File: config.mk
export PLATFORM = sky130hd
export DESIGN_NAME = ex_stage
export DESIGN_NICKNAME = d
export VERILOG_FILES = /design/src/rtl/mips_pkg.sv /design/src/rtl/md_unit.sv /design/src/rtl/ex_stage.sv
export SDC_FILE = /design/constraint.sdc
export NUM_CORES = 1
export LEC_CHECK = 0
export CAP_MARGIN = 20
export CORE_UTILIZATION = 32
export CTS_CLUSTER_SIZE = 10
export DETAILED_ROUTE_END_ITERATION = 8
export PLACE_DENSITY_LB_ADDON = 0.2
export SYNTH_ARGS = -nofsm -noshare
export SYNTH_HDL_FRONTEND = slang
export SYNTH_SLANG_ARGS = --single-unit
File: constraint.sdc
create_clock -name clk -period 13.2 [get_ports clk]
set_input_delay 3.96 -clock clk [delete_from_list [all_inputs] [get_ports clk]]
set_output_delay 3.96 -clock clk [all_outputs]
set_load 0.02 [all_outputs]
File: src/rtl/mips_pkg.sv
// Shared MIPS pipeline definitions: datapath widths, ALU operation codes,
// R-type function codes and the multiply/divide FSM state type.
// Used by the decode stage, the ID/EX register and the execute stage.
package mips_pkg;

  localparam int unsigned XLEN     = 32;
  localparam int unsigned REG_AW   = 5;
  localparam int unsigned MD_STEPS = 32;

  // alu_op encodings driven by the decoder; 6 and 7 behave as ADD
  localparam logic [2:0] AluOpAdd   = 3'd0;
  localparam logic [2:0] AluOpSub   = 3'd1;
  localparam logic [2:0] AluOpAnd   = 3'd2;
  localparam logic [2:0] AluOpOr    = 3'd3;
  localparam logic [2:0] AluOpSlt   = 3'd4;
  localparam logic [2:0] AluOpRtype = 3'd5;

  // R-type funct field values
  localparam logic [5:0] FnAdd   = 6'h20;
  localparam logic [5:0] FnSub   = 6'h22;
  localparam logic [5:0] FnAnd   = 6'h24;
  localparam logic [5:0] FnOr    = 6'h25;
  localparam logic [5:0] FnSlt   = 6'h2A;
  localparam logic [5:0] FnMfhi  = 6'h10;
  localparam logic [5:0] FnMflo  = 6'h12;
  localparam logic [5:0] FnMult  = 6'h18;
  localparam logic [5:0] FnMultu = 6'h19;
  localparam logic [5:0] FnDiv   = 6'h1A;
  localparam logic [5:0] FnDivu  = 6'h1B;

  // md op is funct[1:0] of 0x18..0x1B: bit1 = divide, bit0 = unsigned
  typedef enum logic [1:0] {
    MdOpMult  = 2'd0,
    MdOpMultu = 2'd1,
    MdOpDiv   = 2'd2,
    MdOpDivu  = 2'd3
  } md_op_e;

  typedef enum logic [1:0] {
    MdIdle = 2'd0,
    MdBusy = 2'd1,
    MdDone = 2'd2
  } md_state_e;

  function automatic logic md_is_div(input logic [1:0] op);
    return op[1];
  endfunction

  function automatic logic md_is_signed(input logic [1:0] op);
    return ~op[0];
  endfunction

  // funct 0x18..0x1B share the pattern 0110xx
  function automatic logic funct_is_md(input logic [5:0] funct);
    return funct[5:2] == FnMult[5:2];
  endfunction

endpackage

File: src/rtl/md_unit.sv
// Multiply/divide unit owning HI and LO.
// Iterative shift-add multiply and restoring divide on operand magnitudes,
// 32 steps, signs fixed up in the DONE state which also writes HI/LO.
// Ports:
//   clk, rst   clock, synchronous active-high reset
//   start      md instruction present (only accepted in IDLE)
//   op         0 MULT, 1 MULTU, 2 DIV, 3 DIVU
//   a, b       rs / rt operands
//   busy       upstream must stall (arrival cycle and all BUSY cycles)
//   hi, lo     architectural HI/LO
module md_unit import mips_pkg::*; #(
  parameter bit FAST_MUL = 1'b0
) (
  input  logic            clk,
  input  logic            rst,
  input  logic            start,
  input  logic [1:0]      op,
  input  logic [XLEN-1:0] a,
  input  logic [XLEN-1:0] b,
  output logic            busy,
  output logic [XLEN-1:0] hi,
  output logic [XLEN-1:0] lo
);

  md_state_e   state_q;
  logic [4:0]  cnt_q;
  logic [63:0] acc_q;
  logic [31:0] mcand_q;
  logic [1:0]  op_q;
  logic        sign_a_q, sign_b_q, div_zero_q;
  logic [31:0] a_raw_q;
  logic [31:0] hi_q, lo_q;

  logic        fast_path;
  logic        a_neg, b_neg;
  logic [31:0] a_mag, b_mag;
  logic [63:0] fast_prod;
  logic [32:0] add_sum, rem_sh, sub_diff;
  logic [63:0] acc_step;
  logic [63:0] prod;
  logic [31:0] quo, rem, res_hi, res_lo;
  logic        unused_md;

  assign fast_path = FAST_MUL && !md_is_div(op);
  assign a_neg     = md_is_signed(op) & a[31];
  assign b_neg     = md_is_signed(op) & b[31];
  assign a_mag     = a_neg ? (32'd0 - a) : a;
  assign b_mag     = b_neg ? (32'd0 - b) : b;

  // Low 64 bits of the product of extended operands is the exact signed/unsigned product
  assign fast_prod = md_is_signed(op) ? ({{32{a[31]}}, a} * {{32{b[31]}}, b})
                                      : ({32'd0, a} * {32'd0, b});

  // Stall in the arrival cycle and throughout BUSY; never while reset is asserted
  assign busy = !rst && (((state_q == MdIdle) && start && !fast_path) || (state_q == MdBusy));

  assign hi = hi_q;
  assign lo = lo_q;

  // One iteration: acc holds {partial, multiplier} or {remainder, dividend/quotient}
  always_comb begin
    add_sum  = {1'b0, acc_q[63:32]} + {1'b0, mcand_q};
    rem_sh   = acc_q[63:31];
    sub_diff = rem_sh - {1'b0, mcand_q};
    if (md_is_div(op_q)) begin
      if (rem_sh >= {1'b0, mcand_q}) begin
        acc_step = {sub_diff[31:0], acc_q[30:0], 1'b1};
      end else begin
        acc_step = {rem_sh[31:0], acc_q[30:0], 1'b0};
      end
    end else begin
      acc_step = acc_q[0] ? {add_sum, acc_q[31:1]} : {1'b0, acc_q[63:1]};
    end
  end

  // A successful subtract always leaves a remainder below the divisor
  assign unused_md = sub_diff[32];

  always_comb begin
    prod = (sign_a_q ^ sign_b_q) ? (64'd0 - acc_q) : acc_q;
    quo  = (sign_a_q ^ sign_b_q) ? (32'd0 - acc_q[31:0]) : acc_q[31:0];
    rem  = sign_a_q ? (32'd0 - acc_q[63:32]) : acc_q[63:32];
    if (!md_is_div(op_q)) begin
      res_hi = prod[63:32];
      res_lo = prod[31:0];
    end else if (div_zero_q) begin
      res_hi = a_raw_q;
      res_lo = 32'hFFFF_FFFF;
    end else begin
      res_hi = rem;
      res_lo = quo;
    end
  end

  always_ff @(posedge clk) begin
    if (rst) begin
      state_q    <= MdIdle;
      cnt_q      <= '0;
      acc_q      <= '0;
      mcand_q    <= '0;
      op_q       <= '0;
      sign_a_q   <= 1'b0;
      sign_b_q   <= 1'b0;
      div_zero_q <= 1'b0;
      a_raw_q    <= '0;
      hi_q       <= '0;
      lo_q       <= '0;
    end else begin
      unique case (state_q)
        MdIdle: begin
          if (start) begin
            if (fast_path) begin
              hi_q <= fast_prod[63:32];
              lo_q <= fast_prod[31:0];
            end else begin
              state_q    <= MdBusy;
              cnt_q      <= '0;
              acc_q      <= {32'd0, a_mag};
              mcand_q    <= b_mag;
              op_q       <= op;
              sign_a_q   <= a_neg;
              sign_b_q   <= b_neg;
              div_zero_q <= (b == 32'd0);
              a_raw_q    <= a;
            end
          end
        end
        MdBusy: begin
          acc_q <= acc_step;
          cnt_q <= cnt_q + 5'd1;
          if (cnt_q == 5'(MD_STEPS - 1)) begin
            state_q <= MdDone;
          end
        end
        MdDone: begin
          hi_q    <= res_hi;
          lo_q    <= res_lo;
          state_q <= MdIdle;
        end
        default: state_q <= MdIdle;
      endcase
    end
  end

endmodule

File: src/rtl/ex_stage.sv
// Execute stage of the 5-stage MIPS pipeline.
// ALU, HI/LO read mux, destination select and the EX/MEM register; the
// md_unit handles MULT/MULTU/DIV/DIVU and drives the upstream stall.
// Ports:
//   clk, rst                        clock, synchronous active-high reset
//   rs_data, rt_data, imm, instr    ID/EX operands and instruction word
//   reg_write, mem_to_reg, mem_write, alu_op, alu_src, reg_dst   ID/EX controls
//   ex_stall                        combinational hold request for earlier stages
//   *_mem                           registered EX/MEM outputs
module ex_stage import mips_pkg::*; #(
  parameter bit FAST_MUL = 1'b0
) (
  input  logic              clk,
  input  logic              rst,
  input  logic [XLEN-1:0]   rs_data,
  input  logic [XLEN-1:0]   rt_data,
  input  logic [XLEN-1:0]   imm,
  input  logic [XLEN-1:0]   instr,
  input  logic              reg_write,
  input  logic              mem_to_reg,
  input  logic              mem_write,
  input  logic [2:0]        alu_op,
  input  logic              alu_src,
  input  logic              reg_dst,
  output logic              ex_stall,
  output logic [XLEN-1:0]   alu_res_mem,
  output logic [XLEN-1:0]   st_data_mem,
  output logic [REG_AW-1:0] dest_mem,
  output logic              reg_write_mem,
  output logic              mem_to_reg_mem,
  output logic              mem_write_mem
);

  logic [5:0]        funct;
  logic [REG_AW-1:0] rt_f, rd_f, dest;
  logic              is_md;
  logic [XLEN-1:0]   op_b, add_res, sub_res, slt_res, alu_res;
  logic [XLEN-1:0]   md_hi, md_lo;
  logic              unused_instr;

  assign funct        = instr[5:0];
  assign rt_f         = instr[20:16];
  assign rd_f         = instr[15:11];
  assign unused_instr = ^{instr[31:21], instr[10:6]};

  assign is_md = (alu_op == AluOpRtype) && funct_is_md(funct);
  assign dest  = reg_dst ? rd_f : rt_f;

  md_unit #(
    .FAST_MUL (FAST_MUL)
  ) u_md_unit (
    .clk   (clk),
    .rst   (rst),
    .start (is_md),
    .op    (funct[1:0]),
    .a     (rs_data),
    .b     (rt_data),
    .busy  (ex_stall),
    .hi    (md_hi),
    .lo    (md_lo)
  );

  assign op_b    = alu_src ? imm : rt_data;
  assign add_res = rs_data + op_b;
  assign sub_res = rs_data - op_b;
  assign slt_res = {31'd0, ($signed(rs_data) < $signed(op_b))};

  always_comb begin
    alu_res = add_res;
    case (alu_op)
      AluOpSub: alu_res = sub_res;
      AluOpAnd: alu_res = rs_data & op_b;
      AluOpOr:  alu_res = rs_data | op_b;
      AluOpSlt: alu_res = slt_res;
      AluOpRtype: begin
        case (funct)
          FnSub:  alu_res = sub_res;
          FnAnd:  alu_res = rs_data & op_b;
          FnOr:   alu_res = rs_data | op_b;
          FnSlt:  alu_res = slt_res;
          FnMfhi: alu_res = md_hi;
          FnMflo: alu_res = md_lo;
          FnMult, FnMultu, FnDiv, FnDivu: alu_res = '0;
          default: alu_res = add_res;
        endcase
      end
      default: alu_res = add_res;
    endcase
  end

  // EX/MEM register: a stall inserts an all-zero bubble
  always_ff @(posedge clk) begin
    if (rst || ex_stall) begin
      alu_res_mem    <= '0;
      st_data_mem    <= '0;
      dest_mem       <= '0;
      reg_write_mem  <= 1'b0;
      mem_to_reg_mem <= 1'b0;
      mem_write_mem  <= 1'b0;
    end else begin
      alu_res_mem    <= alu_res;
      st_data_mem    <= rt_data;
      dest_mem       <= dest;
      reg_write_mem  <= reg_write && (dest != '0) && !is_md;
      mem_to_reg_mem <= mem_to_reg;
      mem_write_mem  <= mem_write && !is_md;
    end
  end

endmodule

==> metrics.cfg, run 1 <==
[placement]
gp_congestion=0.9638
port_buffers=194
numPlacedInstances=4266
hpwl_mm=75.63
dpl-instance-area_sq_mm=0.02674
pre_cts_ws_ns=2.011

[clocking]
h-tree-depth=2
clock_path_buffers=3
clockRootBuffer=clkbuf_16
ctsResizeCount=0
cts_buffers=38
post_cts_buffers=0
clk_latency_ns=0.60
postCtsHoldBufs=0
clk_pin_slew_ns=0.06
cts_tree=yes
clock-sinks=275

[critical_path]
crit_slowest_cell=or4_1
crit_family=simple AND/OR/NAND/NOR gates
cpMostUsedCell=clkdlybuf4s50_1
cp.arrival_ns=7.24
rrSetupSlack_ns=9.17
worstPathRequired_ns=9.24
cp_cell_sequence=clkdlybuf4s50_1 > buf_4 > nor2b_1 > nand2_1 > or4_1 > or3_4 > a21oi_1 > clkdlybuf4s50_1
r2r-end=u_md_unit.hi[30]
critPathMaxFanout=24
end_kind=output port
startpoint_type=primary input
reg2reg_from=u_md_unit.acc_q[32]
cpPeakStageDelay_ns=0.81
critPathBufInv=3
crit_type=primary input to output port
rr_worst_depth=11

[global_route]
grtUsageTotal=0.2583
antenna_found_initial=3
grt_max_degree=89
grt_pass1_vias=23020
grt_pass1_wl_mm=151.7
grt_overflow=0

[drt]
num_vias=25060
wl_per_cell_um=23.61
antenna_left=0
dr.pass1.iters=6
routed_via_density=5.790
drtIter0Drc=2192
routed_wl_mm=102.2
drc=0

[power]
p_sw_frac=0.3275
seqPwrFrac=0.328
power.leakage_nw=10.69
p_per_area_mw_per_mm2=93.91
p_int_mw=1.771
combPwrFrac=0.251
pwr-share-clk=0.422
p_switching_mw=0.8624
peakVddDrop_uv=88.25

[floorplanning]
start_util=0.3237
core_sq_mm=0.07445
rows=100
io_pins=211
die_w_um=276.4
dieArea_sq_mm=0.07642
die_y_um=276.4

[min_path]
min_to=u_md_unit.hi[12]
min_from=u_md_unit.hi[12]
hp-class=flip-flop to flip-flop
whs_path_depth=2

[final_layout]
syn2layout_area_growth_pct=16.35
final_net_count=3646
insertedDiodeCount=0
fin_area_sq_mm=0.02804
drive_above_1_share=0.04555
final_cells=4328
utilization=0.3767

[synthesis]
synth_area_sq_mm=0.02410
ys_top_cells_by_area=dfxtp_1 23%, ha_1 8.6%, a21oi_1 6.6%
synth_top_flop_cell=dfxtp_1
synth_edf_count=0
synthArstFlopShare=0
yosysTopAreaCellShare=0.2284
synth_nets=3607
synth-seq-cells=275
synth.avg_cell_area_sq_um=7.306
synthCells=3299
seq_area_frac_synth=0.2284
yosysTopAreaCell=dfxtp_1
ys_types=86
yosys_warnings=0

[timing]
timing.fmax_ghz=0.08929
slew_headroom=0.2517
rsz0062_at_grt=no
fin_crit_sh=0.8484
fin_skew_ns=0.02882
finalMaxSlewViolations=0
min_period_ns=11.20
setup_slack_ns=2.001
setup_tns_ns=0
tightestPinTransition_ns=1.119
setup-violations-final=0
finalHoldViolations=0

[job]
max_cap_violations=0

[outcome]
status=complete, no violations

==> worst reg2reg max path, cell delays in order (launching register included) <==
cell,delay [ns]
dfxtp_1,0.42
inv_1,0.16
ha_1,0.22
or3b_2,0.50
or4b_1,0.63
nand4b_1,0.35
or4_1,0.56
o41ai_1,0.45
xor2_1,0.18
o21ai_0,0.08
a21oi_1,0.24
nor3_1,0.08
==> sequential cells by signal (all words and copies together) (netlist names) <==
signal	flops
u_md_unit.acc_q	64
alu_res_mem	32
st_data_mem	32
u_md_unit.a_raw_q	32
u_md_unit.hi	32
u_md_unit.lo	32
u_md_unit.mcand_q	32
dest_mem	5
u_md_unit.cnt_q	5
u_md_unit.state_q	2
mem_to_reg_mem	1
mem_write_mem	1
reg_write_mem	1
u_md_unit.div_zero_q	1
u_md_unit.op_q	1
u_md_unit.sign_a_q	1
u_md_unit.sign_b_q	1
==> power by group through the flow <==
stage | combinational (mW) | clock [mW] | sequential, mW
6_report | 0.660 | 1.11 | 0.863
5_1_grt | 0.706 | 1.16 | 0.864
4_1_cts | 0.648 | 1.13 | 0.863
3_5_place_dp | 0.645 | 0 | 0.881
3_3_place_gp | 0.647 | 0 | 0.880
2_1_floorplan | 0.373 | 0 | 0.905
==> cell type report <==
type,instances,area [sq um]
fill,7852,46400
multi-input combinational,2614,17120
sequential,275,5510
timing repair buffer,242,2283
tap,969,1212
clock buffer,47,1025
inverter,167,626.9
clock inverter,14,266.5
==> synthesized netlist by cell type, types with 14 or more instances <==
library cell	number
o21ai_0	230
o22ai_1	50
a31oi_1	32
nor2b_1	33
nand3_1	33
mux2i_1	129
xnor2_1	142
o221ai_1	28
o211ai_1	46
and2_1	39
a311oi_1	16
dfxtp_1	275
or3_1	29
a21o_1	44
o21a_1	20
o31ai_1	28
nor2_1	321
a221oi_1	18
inv_1	167
and3_1	15
buf_1	16
nand2b_1	36
nand4_1	15
ha_1	166
o41ai_1	15
o21bai_1	23
or4_1	14
a21oi_1	316
a211oi_1	116
nand2_1	335
nor4_1	26
nor3_1	59
xor2_1	73
clkbuf_1	221
==> cells by family after synthesis <==
| family | synth area share |
|---|---|
| AOI/OAI and AO/OA | 0.2909 |
| and+or+nand+nor | 0.1934 |
| adders and majority gates | 0.08950 |
| xor gates and xnor gates | 0.07813 |
| buffers and inverters | 0.06468 |
| muxes | 0.05498 |
| DFF | 0.2284 |
==> routing by layer <==
layer | global-route usage | vias up | routed length [um]
met1 | 0.3686 | 12030 | 47710
li1 | - | 11930 | -
met5 | 0 | - | 0
met4 | 0.06016 | 0 | 2066
met2 | 0.4035 | 968 | 44880
met3 | 0.04073 | 136 | 7520
==> metrics by stage <==
stage / total power, mW / hold WS, ns
after detailed placement: 1.526 / 0.4481
after floorplan: 1.278 / 0.4218
after CTS: 2.645 / 0.4576
after global placement: 1.527 / 0.4433
after global routing: 2.730 / 0.4790
final: 2.633 / 0.4533
==> layout by cell type (no fill, tap or decap), drive strengths merged, types with 18 or more instances in the layout <==
master	n
ha	166
a31oi	32
a21o	44
o211ai	46
and2	39
o221ai	28
dfxtp	275
a221oi	18
nand2	336
nor4	26
nor2	322
mux2i	129
o31ai	28
xor2	73
nor2b	33
nand2b	36
buf	53
clkbuf	47
nor3	61
o22ai	50
o21bai	23
nand3	33
inv	169
or3	30
a211oi	116
a21oi	316
clkdlybuf4s50	189
o21ai	237
xnor2	142
o21a	20
==> worst max path at each step <==
stage                         start        to  slack (ns)  cells past startpoint
final                     alu_op[1]  ex_stall        2.00                      8
after global routing      alu_op[1]  ex_stall        1.86                      8
after CTS                 alu_op[1]  ex_stall        2.00                      8
after detailed placement  alu_op[1]  ex_stall        2.01                      8
after global placement    alu_op[1]  ex_stall        2.02                      8
after floorplan           alu_op[0]  ex_stall        3.18                      7
No activity file was read; power rests on OpenSTA's default activity.
==> run 2: changes to the inputs <==
==> constraint.sdc (replaced) <==
create_clock -name clk -period 10.6 [get_ports clk]
set_input_delay 3.18 -clock clk [delete_from_list [all_inputs] [get_ports clk]]
set_output_delay 3.18 -clock clk [all_outputs]
set_load 0.02 [all_outputs]
==> metrics.cfg, run 2 (synthesized netlist as in run 1, its figures left out) <==
[outcome]
status=complete, no violations

[drt]
drc=0
dr.pass1.iters=6
num_vias=25060
routed_wl_mm=101.1
antenna_left=0
wl_per_cell_um=23.35
routed_via_density=5.788
drtIter0Drc=2502

[critical_path]
end_kind=output port
critPathMaxFanout=4
worstPathRequired_ns=7.42
crit_type=primary input to output port
startpoint_type=primary input
cp.arrival_ns=5.67

[timing]
fin_crit_sh=0.8345
setup_slack_ns=1.755
tightestPinTransition_ns=1.201
finalHoldViolations=0
rsz0062_at_grt=no
setup-violations-final=0
finalMaxSlewViolations=0
timing.fmax_ghz=0.1131
min_period_ns=8.845
slew_headroom=0.1763
fin_hold_ws_ns=0.4480
fin_skew_ns=0.03302
setup_tns_ns=0

[clocking]
cts_buffers=37
cts_tree=yes
clk_pin_slew_ns=0.05
clock_path_buffers=3
post_cts_buffers=0
ctsResizeCount=0
postCtsHoldBufs=0
clockRootBuffer=clkbuf_16
clock-sinks=275
clk_latency_ns=0.59
h-tree-depth=2

[final_layout]
final_net_count=3647
top_register=u_md_unit.acc_q
largest_reg_flops=64
syn2layout_area_growth_pct=15.69
insertedDiodeCount=0
layout_commonest_cell=nand2_1
final_cell_mix=334 x nand2_1, 320 x nor2_1, 315 x a21oi_1
drive_above_1_share=0.04554

[power]
combPwrFrac=0.264
p_per_area_mw_per_mm2=111.6
power.leakage_nw=10.63
pwr-share-clk=0.391
power_mw=3.113
p_sw_frac=0.3371
p_switching_mw=1.049
seqPwrFrac=0.345
peakVddDrop_uv=113.8
p_int_mw=2.064

[floorplanning]
die_y_um=276.4
core_sq_mm=0.07445
io_pins=211
start_util=0.3237
rows=100
dieArea_sq_mm=0.07642
die_w_um=276.4

[placement]
pre_cts_ws_ns=1.701
port_buffers=194
gp_congestion=0.9550
hpwl_mm=75.69

[global_route]
grt_overflow=0
grt_pass1_vias=23060
grtUsageTotal=0.2557
antenna_found_initial=3
grt_max_degree=68
grt_pass1_wl_mm=150.2

[min_path]
hp-class=flip-flop to flip-flop

[job]
max_cap_violations=0

==> run 2: cell types whose count changed in the layout (fill, tap and decap cells not counted), moves of 2 or more <==
| cell | previous run | this run |
|---|---|---|
| buf_4 | 48 | 51 |
| inv_16 | 2 | 0 |
| clkbuf_1 | 5 | 7 |
| clkinv_2 | 3 | 7 |
| bufinv_16 | 6 | 1 |
==> run 2: critical path, stage by stage <==
cell and delay [ns]:
clkdlybuf4s50_1 0.42, nor2b_1 0.16, nand2_1 0.19, or4_1 0.86
or3_4 0.45, a21oi_1 0.21, buf_4 0.19
==> run 2: per-stage QoR <==
step                      std cells  cell area [sq um]  utilization
after global routing           4329              27880       0.3746
after global placement         4269              26760       0.3595
after detailed placement       4269              26760       0.3595
final                          4329              27880       0.3746
after floorplan                3299              24100            -
after CTS                      4329              27880       0.3746
==> run 2: layer usage <==
layer,part of all wire,wire length [um],global-route usage,vias to the layer above
met5,0.00027,27,0,-
met4,0.020,1984,0.05816,4
met3,0.070,7098,0.03338,121
met2,0.43,43850,0.3942,981
met1,0.48,48110,0.3739,11990
li1,-,-,-,11960
==> run 2: final timing paths <==
kind                              start                   to  slack (ns)  cells past startpoint
setup reg to reg  u_md_unit.mcand_q[19]  u_md_unit.acc_q[60]        6.49                     12
hold / removal         u_md_unit.hi[16]     u_md_unit.hi[16]        0.45                      2
setup / recovery              alu_op[1]             ex_stall        1.75                      7
hold reg to reg        u_md_unit.hi[16]     u_md_unit.hi[16]        0.45                      2
==> run 2: cell type report <==
type | count | area (sq um)
multi-input cells | 2614 | 17120
clock buffers | 48 | 1007
clock inverters | 12 | 113.9
repair buffers | 244 | 2296
inverters | 167 | 626.9
flip-flops and latches | 275 | 5510
well taps | 969 | 1212
fillers | 7849 | 46560
==> run 2: power by group through the flow <==
| stage | combinational [mW] | clock [mW] | sequential, mW |
|---|---|---|---|
| after floorplan | 0.464 | 0 | 1.13 |
| after global placement | 0.805 | 0 | 1.10 |
| after detailed placement | 0.803 | 0 | 1.10 |
| after CTS | 0.807 | 1.24 | 1.08 |
| after global routing | 0.879 | 1.28 | 1.08 |
| final | 0.823 | 1.22 | 1.07 |
